--- config.mk ---
export PLATFORM = sky130hd
export DESIGN_NAME = cp0_int_ctrl
export DESIGN_NICKNAME = d
export VERILOG_FILES = /design/src/rtl/cp0_int_ctrl.sv
export SDC_FILE = /design/constraint.sdc
export NUM_CORES = 1
export LEC_CHECK = 0
export ABC_AREA = 0
export BUFFER_PORTS_ARGS = -buffer_cell sky130_fd_sc_hd__buf_2
export CORE_MARGIN = 2
export CORE_UTILIZATION = 35
export DETAILED_ROUTE_END_ITERATION = 10
export PLACE_DENSITY = 0.74
export SLEW_MARGIN = 30
export SYNTH_ARGS = -nofsm -noshare
export SYNTH_HDL_FRONTEND = slang
export SYNTH_SLANG_ARGS = --single-unit
export TNS_END_PERCENT = 100
--- constraint.sdc ---
create_clock -name clk -period 1.3 [get_ports clk]
set_input_delay 0.13 -clock clk [delete_from_list [all_inputs] [get_ports clk]]
set_output_delay 0.13 -clock clk [all_outputs]
set_load 0.05 [all_outputs]
--- src/rtl/cp0_int_ctrl.sv ---
// CP0 interrupt state: Status, Cause, Count/Compare, hw_int synchronisers and masked interrupt flags.
// Define TIMER_INT_EN to build Count/Compare and the timer interrupt; otherwise the timer logic is absent.
module cp0_int_ctrl #(
    parameter int COUNT_DIV   = 2,
    parameter int SYNC_STAGES = 2
) (
    input  logic        clk,
    input  logic        rst,
    input  logic [5:0]  hw_int,
    input  logic        cp0_we,
    input  logic [4:0]  cp0_waddr,
    input  logic [31:0] cp0_wdata,
    input  logic [4:0]  cp0_raddr,
    output logic [31:0] cp0_rdata,
    input  logic        cp0_wr_exp,
    input  logic        cp0_clean_exl,
    output logic [7:0]  interrupt_flags,
    output logic        allow_int,
    output logic        timer_int
);

    localparam int PW = (COUNT_DIV > 1) ? $clog2(COUNT_DIV) : 1;

    logic [SYNC_STAGES-1:0][5:0] sync_q, sync_d;
    logic [7:0]  im_q, im_d;
    logic        exl_q, exl_d;
    logic        ie_q, ie_d;
    logic [1:0]  ip_sw_q, ip_sw_d;
    logic [5:0]  sync_hw;
    logic [7:0]  ip;
    logic        wr_status, wr_cause, wr_count, wr_compare;
    logic        timer_pending;
    logic [31:0] count_rd, compare_rd;
    logic        unused_wdata;

    assign unused_wdata = ^cp0_wdata;

    assign wr_status  = cp0_we && (cp0_waddr == 5'd12);
    assign wr_cause   = cp0_we && (cp0_waddr == 5'd13);
    assign wr_count   = cp0_we && (cp0_waddr == 5'd9);
    assign wr_compare = cp0_we && (cp0_waddr == 5'd11);

    always_comb begin
        sync_d = {sync_q[SYNC_STAGES-2:0], hw_int};
    end

    assign sync_hw = sync_q[SYNC_STAGES-1];

    // Exception entry outranks ERET, which outranks an MTC0 to Status for EXL only.
    always_comb begin
        im_d    = im_q;
        ie_d    = ie_q;
        exl_d   = exl_q;
        ip_sw_d = ip_sw_q;
        if (wr_status) begin
            im_d  = cp0_wdata[15:8];
            ie_d  = cp0_wdata[0];
            exl_d = cp0_wdata[1];
        end
        if (cp0_wr_exp) begin
            exl_d = 1'b1;
        end else if (cp0_clean_exl) begin
            exl_d = 1'b0;
        end
        if (wr_cause) begin
            ip_sw_d = cp0_wdata[9:8];
        end
    end

    always_ff @(posedge clk or posedge rst) begin
        if (rst) begin
            sync_q  <= '0;
            im_q    <= '0;
            exl_q   <= 1'b0;
            ie_q    <= 1'b0;
            ip_sw_q <= '0;
        end else begin
            sync_q  <= sync_d;
            im_q    <= im_d;
            exl_q   <= exl_d;
            ie_q    <= ie_d;
            ip_sw_q <= ip_sw_d;
        end
    end

`ifdef TIMER_INT_EN
    logic [31:0]   count_q, count_d;
    logic [31:0]   compare_q, compare_d;
    logic [PW-1:0] presc_q, presc_d;
    logic          timer_pending_q, timer_pending_d;

    // Register writes override both the prescaler increment and a same-cycle match.
    always_comb begin
        presc_d         = presc_q + PW'(1);
        count_d         = count_q;
        compare_d       = compare_q;
        timer_pending_d = timer_pending_q;
        if (presc_q == PW'(COUNT_DIV - 1)) begin
            presc_d = '0;
            count_d = count_q + 32'd1;
        end
        if (count_q == compare_q) begin
            timer_pending_d = 1'b1;
        end
        if (wr_count) begin
            count_d = cp0_wdata;
            presc_d = '0;
        end
        if (wr_compare) begin
            compare_d       = cp0_wdata;
            timer_pending_d = 1'b0;
        end
    end

    always_ff @(posedge clk or posedge rst) begin
        if (rst) begin
            count_q         <= '0;
            compare_q       <= '0;
            presc_q         <= '0;
            timer_pending_q <= 1'b0;
        end else begin
            count_q         <= count_d;
            compare_q       <= compare_d;
            presc_q         <= presc_d;
            timer_pending_q <= timer_pending_d;
        end
    end

    assign timer_pending = timer_pending_q;
    assign count_rd      = count_q;
    assign compare_rd    = compare_q;
`else
    assign timer_pending = 1'b0;
    assign count_rd      = '0;
    assign compare_rd    = '0;
`endif

    assign ip              = {sync_hw[5] | timer_pending, sync_hw[4:0], ip_sw_q};
    assign interrupt_flags = ip & im_q;
    assign allow_int       = ie_q & ~exl_q;
    assign timer_int       = timer_pending;

    always_comb begin
        cp0_rdata = '0;
        case (cp0_raddr)
            5'd9:    cp0_rdata = count_rd;
            5'd11:   cp0_rdata = compare_rd;
            5'd12:   cp0_rdata = {16'b0, im_q, 6'b0, exl_q, ie_q};
            5'd13:   cp0_rdata = {16'b0, ip, 8'b0};
            default: cp0_rdata = '0;
        endcase
    end

endmodule

==> results of run 1 <==
critical path, stage by stage, from the launching register on:
cell and delay (ps):
dfrtp_1 410, a22o_1 210, buf_4 180
timing repair:
| item | CTS | global route |
|---|---|---|
| hold buffers | 7 | 0 |
| endpoints found under the setup margin | 0 | 8 |
| endpoints found under the hold margin | 30 | 0 |
| resized for setup | 0 | 20 |
where the power goes:
group          switching (mW)  internal [mW]  total [mW]  leakage [nW]
logic                   0.356          0.156       0.511         0.512
registers              0.0519          0.834       0.885         0.291
clock network           0.209          0.171       0.380        0.0210
total                   0.617           1.16        1.78         0.824
logic make-up after synthesis:
| family | synth area share [%] |
|---|---|
| compound gates | 7.38 |
| buf+inv | 15.3 |
| flops | 52.1 |
| mux | 10.7 |
| other cells | 0.325 |
| simple gates | 14.1 |
metrics by stage:
| step | total power [mW] | instance area, um^2 | cells | utilization (%) | hold slack (ps) |
|---|---|---|---|---|---|
| finish | 1.78 | 1530 | 196 | 49.2 | 23.2 |
| global route | 1.87 | 1530 | 196 | 49.2 | 18.1 |
| CTS | 1.79 | 1490 | 196 | 48.1 | 13.6 |
| detailed placement | 1.39 | 1390 | 185 | 44.6 | 215 |
| global placement | 1.37 | 1390 | 185 | 44.6 | 179 |
| floorplan | 1.33 | 1230 | 112 | - | 145 |
cell usage after synthesis, drive strengths merged:
cell	instances
dfrtp	24
buf	23
mux2	11
and2	10
a22o	8
nor2b	2
a21oi	1
a311o	1
and3b	1
and4b	1
conb	1
inv	1
nand2	1
nand2b	1
nand3b	1
nor2	1
nor3	1
nor3b	1
flip-flops by register name (all words and copies together) (netlist names):
signal   count
ie_q         1
ip_sw_q      2
im_q         8
sync_d       6
exl_q        1
sync_hw      6
metal layers:
metal  share of wire [%]  global-route usage [%]
met1                  38                    15.1
met2                  53                    23.1
met3                 8.9                    3.15
met4                   0                    4.56
met5                   0                       0
cells in the final DEF (no fill, tap or decap):
cell type / count
inv_1: 1
a21oi_1: 1
a22o_1: 8
buf_4: 7
nor2b_1: 2
and4b_4: 1
buf_6: 4
nand2b_1: 1
clkbuf_8: 1
nand3b_4: 1
conb_1: 23
nor2_1: 1
dfrtp_1: 24
a311o_1: 1
and3b_2: 1
nor3_2: 1
and2_1: 10
buf_2: 41
nand2_4: 1
nor3b_2: 1
mux2_2: 11
clkbuf_4: 3
dlygate4sd3_1: 7
area by class of cell:
class	instances	area share, %
Sequential cell	24	39.3
Tap cell	44	3.61
Inverter	1	0.246
Multi-Input combinational cell	64	30.0
Timing Repair Buffer	59	24.4
Clock buffer	4	2.38
how the worst min path moves through the flow:
stage                    start        end  slack [ps]  cells past startpoint
floorplan                  rst      exl_q         140                      1
global placement           rst  sync_d[8]         180                      3
detailed placement         rst  sync_d[9]         210                      3
CTS                 cp0_wr_exp      exl_q          10                      2
global route        cp0_wr_exp      exl_q          20                      2
finish              cp0_wr_exp      exl_q          20                      2
==> results.md, run 1 <==
* Final worst path period need at 1240 ps
* Clock-pin slew on the worst setup and hold paths at 130 ps
* Fin. Hold Viols at 0
* Library cells used by synthesis at 18
* Crit path kind: register to output pin
* Drt wl/cell at 11.8 um
* Overflow after GRT at 0
* Detail Route Antenna Nets at 0
* Die width at 61.4 um
* Footprint of the multi-input gates at 458 um^2
* R2r startpoint: exl_q
* CP endpoint: cp0_rdata[12]
* YS warnings at 0
* Leakage Power at 0.824 nW
* Layout cells sized above 1 at 48.0%
* Hold Crit Class: input port to register
* CORE AREA at 3100 um^2
* Tcrit/Tclk final at 95.6%
* Crit Path Max Fanout at 3
* Total CTS buffers at 3
* Layout area overhead at 32.5%
* Clk_lat worst skew at 300 ps
* Vias/cell at 4.18
* Crit start category: register
* Seq/Total Area, Yosys at 52.1%
* Synthesized flop and latch total at 24
* Syn avg cell area at 12.8 um^2
* RSZ-0062 raised after global routing: true
* Tot GR Track Use at 12.9%
* R2R Path End: exl_q
* Worst Setup End Kind: output pin
* R2r setup slk at 330 ps
* Synth area leader: dfrtp_1
* TritonCTS Sinks at 24
* Post-layout nets at 206
* Worst Path Arrival at 1110 ps
* Die Ht at 61.4 um
* Worst VDD drop at 0.640 mV
* Drt initial violations at 10
* WP data required at 1170 ps
* R2R depth at 3
* Synth top area share at 52.1%
* CTS H-Tree Depth at 1
* Fill count at 279
* Detailed placement HPWL at 1720 um
* CTS tree: yes
* Vias in the first global route at 768
* Fmax at 805 MHz
* Register Area at 601 um^2
* Setup WS pre-CTS at 18.7 ps
* I/O Pins at 95
* Synth Instances at 90
* GP Congestion at 0.638
* Setup TNS at 0 ps
* Status: finished clean
* # setup viols final at 0
* Starting Density at 37.1%
* Area contributors post-synth: dfrtp_1, buf_4, mux2_2
* N_diodes at 0
* # DRC at 0
* First-pass GRT wire length at 3400 um
* DIE AREA at 3770 um^2
* Max-slew violations at 0
* Largest net degree at the start of global routing at 25
* Routed WL at 2310 um
* Fin worst setup slack at 57.4 ps
* Initial antenna violation count at 0
* Critical path launch point: im_q[4]
* Via count at 819
* Std cell rows at 20
* Post-Syn Area at 1150 um^2
* IO buf count at 49
* P per Cell Area at 1160 nW/um^2
* Max Root-Sink Buffers at 2
* MaxCap Viol Count at 0
* CTS Root Cell: clkbuf_4
* Clock skew at 4.79 ps
* Setup Buffers After CTS at 0
* DRT Pass-1 Iters at 3
(Power assumes the default switching activity.)
==> run 2: changes to the inputs <==
ABC_AREA = 1   (was 0)
PLACE_DENSITY = 0.71   (was 0.74)
SETUP_SLACK_MARGIN = 0.4   (was unset)
==> run 2 against run 1 <==
Maximum frequency up 2.2%. Core utilization increased by 6.0 points. Hold slack worse by 8.1 ps. Sequential power is essentially flat. Via count rose by 31%. First-iteration DRC count rose to 2.5 times the previous value. Clock power rose by 39%. Total power up 19%. Routed wire length rose by 11%. Synthesized area increased by 10%. Combinational power increased by 35%. Critical path type unchanged.
==> results.md, run 2 <==
* Fin worst setup slack at 84.6 ps (+27.2 ps)
* Layout cells sized above 1 at 45.2% (-2.8 points)
* Fmax at 823 MHz (+2.2%)
* Tot GR Track Use at 13.8% (+0.91 points)
* Drt wl/cell at 9.72 um (-18%)
* Final worst path period need at 1220 ps (-27.2 ps)
* Setup TNS at 0 ps (unchanged)
* Ys async rst share at 100% (unchanged)
* Synth Instances at 147 (+63%)
* Internal power at 1.38 mW (+19%)
* Detailed placement HPWL at 1860 um (+8.0%)
* Post-route insts no fill at 265 (+35%)
* Leakage Power at 1.04 nW (+26%)
* Initial antenna violation count at 0 (unchanged)
* Worst Setup End Kind: output pin
* Clock skew at 7.13 ps (+2.33 ps)
* Largest net degree at the start of global routing at 25 (unchanged)
* Min-delay src: cp0_wr_exp
* Combinational power share at 32.8% (+4.0 points)
* Std cell rows at 21 (+5.0%)
* CP peak stage delay at 390 ps (-20 ps)
* CTS Root Cell: clkbuf_4
* Tcrit/Tclk final at 93.5% (-2.1 points)
* Vias in the first global route at 1031 (+34%)
* Most frequent cells after synthesis: nand2_1, inv_1, dfrtp_1, buf_4, nand3_1
* Most common cell after layout, fill and taps aside: buf_2
* Status: finished clean
* CTS tree: yes
* DP Area at 1540 um^2 (+11%)
* R2R Path End: ip_sw_q[0]
* CTS H-Tree Depth at 1 (unchanged)
* MaxCap Viol Count at 0 (unchanged)
* Routed WL at 2580 um (+11%)
* DRT Pass-1 Iters at 4 (+1)
* Switch Pwr at 0.724 mW (+17%)
* Fin. Hold Viols at 0 (unchanged)
* WP data required at 1170 ps (about the same)
* R2r setup slk at 440 ps (+110 ps)
* Net Sw Frac at 34.3% (-0.37 points)
* R2r startpoint: ip_sw_q[0]
* Commonest non-fill, non-tap cells in the layout: buf_2, nand2_1, dfrtp_1
* Synth area leader: dfrtp_1
* Setup WS pre-CTS at 21.2 ps (+2.46 ps)
* Vias/cell at 4.06 (-2.9%)
* Placed instance count at 243 (+31%)
* Crit-path cells: inv_1 > o21ai_2 > buf_6
* Seq/Total Area, Yosys at 47.3% (-4.8 points)
* # setup viols final at 0 (unchanged)
* CP endpoint: cp0_rdata[13]
* Sequential Power Share at 42.0% (-7.8 points)
* Clk_lat worst skew at 310 ps (about the same)
* P per Cell Area at 1120 nW/um^2 (-3.9%)
* Hold Crit Class: input port to register
* Crit start category: register
* Drt initial violations at 25 (+15)
* GP Congestion at 0.669 (+4.9%)
* Starting Density at 37.2% (+0.042 points)
* I/O Pins at 95 (unchanged)
* Worst Path Arrival at 1090 ps (-20 ps)
* Die Ht at 64.2 um (+4.7%)
* Critical path's slowest cell: dfrtp_1
* Most frequent cell after synthesis: nand2_1
* Post-layout nets at 273 (+33%)
* Clk pwr share at 25.1% (+3.7 points)
* Synth top area share at 47.3% (-4.8 points)
* Final Instance Area at 1880 um^2 (+23%)
* Post-Syn Area at 1270 um^2 (+10%)
* Detail Route Antenna Nets at 0 (unchanged)
* Layout area overhead at 48.4%
* First-pass GRT wire length at 4370 um (+28%)
* Via count at 1075 (+31%)
* Overflow after GRT at 0 (unchanged)
* Ys flop type: dfrtp_1
* YS warnings at 0 (unchanged)
* R2R depth at 4 (+1)
* Critical path launch point: im_q[5]
* Total CTS buffers at 3 (unchanged)
* CORE AREA at 3420 um^2 (+10%)
* Die width at 64.2 um (+4.7%)
* Crit Path Max Fanout at 3 (unchanged)
* # DRC at 0 (unchanged)
* Post-synth EDFFs at 0 (unchanged)
* Max Root-Sink Buffers at 2 (unchanged)
* Worst VDD drop at 0.659 mV (+3.0%)
* Clock-pin slew on the worst setup and hold paths at 130 ps (about the same)
* TritonCTS Sinks at 24 (unchanged)
* Max-slew violations at 0 (unchanged)
* N_diodes at 0 (unchanged)
* Syn avg cell area at 8.64 um^2 (-33%)
* DIE AREA at 4130 um^2 (+9.5%)
* Synthesized flop and latch total at 24 (unchanged)
* Max FFs per register at 8 (unchanged)
* RSZ-0062 raised after global routing: true
* Library cells used by synthesis at 16 (-2)
* Crit path kind: register to output pin
* Largest reg by FF count: im_q
* Area contributors post-synth: dfrtp_1, buf_4, nand2_1
* Fill count at 357 (+28%)
* IO buf count at 49 (unchanged)
==> run 2: cell count changes after synthesis, sizes merged, moves of 2 or more <==
cell / previous run / this run
a22o: 8 / 0
and2: 10 / 0
inv: 1 / 26
mux2: 11 / 0
nand2: 1 / 32
nand3: 0 / 17
nor2: 1 / 10
nor2b: 2 / 0
o21ai: 0 / 12
==> run 2: worst min path at each step <==
stage                     end  slack [ps]  cells past startpoint
finish                  exl_q          20                      3
global route            exl_q          10                      3
CTS                     exl_q           4                      3
detailed placement  sync_d[8]         180                      3
global placement    sync_d[8]         180                      3
floorplan               exl_q         140                      1
==> run 2: cell type report <==
type / instances / area (um^2) / area share (%)
clock inverter: 1 / 30.0 / 1.59
tap: 46 / 57.6 / 3.05
clock buffer: 3 / 22.5 / 1.20
timing repair buffer: 69 / 532 / 28.2
multi-input combinational: 96 / 544 / 28.9
sequential: 24 / 601 / 31.9
inverter: 26 / 97.6 / 5.18
==> run 2: power groups by stage <==
stage	sequential (mW)	clock (mW)	combinational (mW)
2_1_floorplan	0.888	0	0.481
3_3_place_gp	0.898	0	0.531
3_5_place_dp	0.902	0	0.539
4_1_cts	0.884	0.551	0.682
5_1_grt	0.898	0.582	0.749
6_report	0.886	0.530	0.692
==> run 2: kinds of logic after synthesis <==
kind of cell,count (synthesis),synth area share (%)
AND/OR/NAND/NOR,60,24.9
other,1,0.295
flip-flops,24,47.3
AO/OA/AOI/OAI,12,5.32
buffers and inverters,50,22.2
==> run 2: worst max-delay path, delay by kind of cell (launching register included) <==
kind | cells | cell delay [ps]
buf+inv | 2 | 240
flops | 1 | 390
compound gates | 1 | 140
==> run 2: per-stage QoR <==
step / util, % / hold WS [ps] / power [mW]
2_1_floorplan: - / 145 / 1.37
3_3_place_gp: 45.0 / 181 / 1.43
3_5_place_dp: 45.0 / 185 / 1.44
4_1_cts: 54.7 / 3.87 / 2.12
5_1_grt: 55.2 / 10.5 / 2.23
6_report: 55.2 / 15.1 / 2.11
==> run 2: timing repair <==
item,4_1_cts,5_1_grt
hold buffers,7,0
hold endpoints to repair,30,0
buffers inserted,9,1
gates cloned,1,0
pin swaps,16,6
setup endpoints to repair,19,20
gates resized for setup,41,8
==> run 2: layer usage <==
layer  wire length, um  track usage (%)  vias up
met5                 0                0        -
met2              1280             23.8       46
met4                29             5.59        0
met1              1080             17.3      477
li1                  -                -      548
met3               180             2.11        4
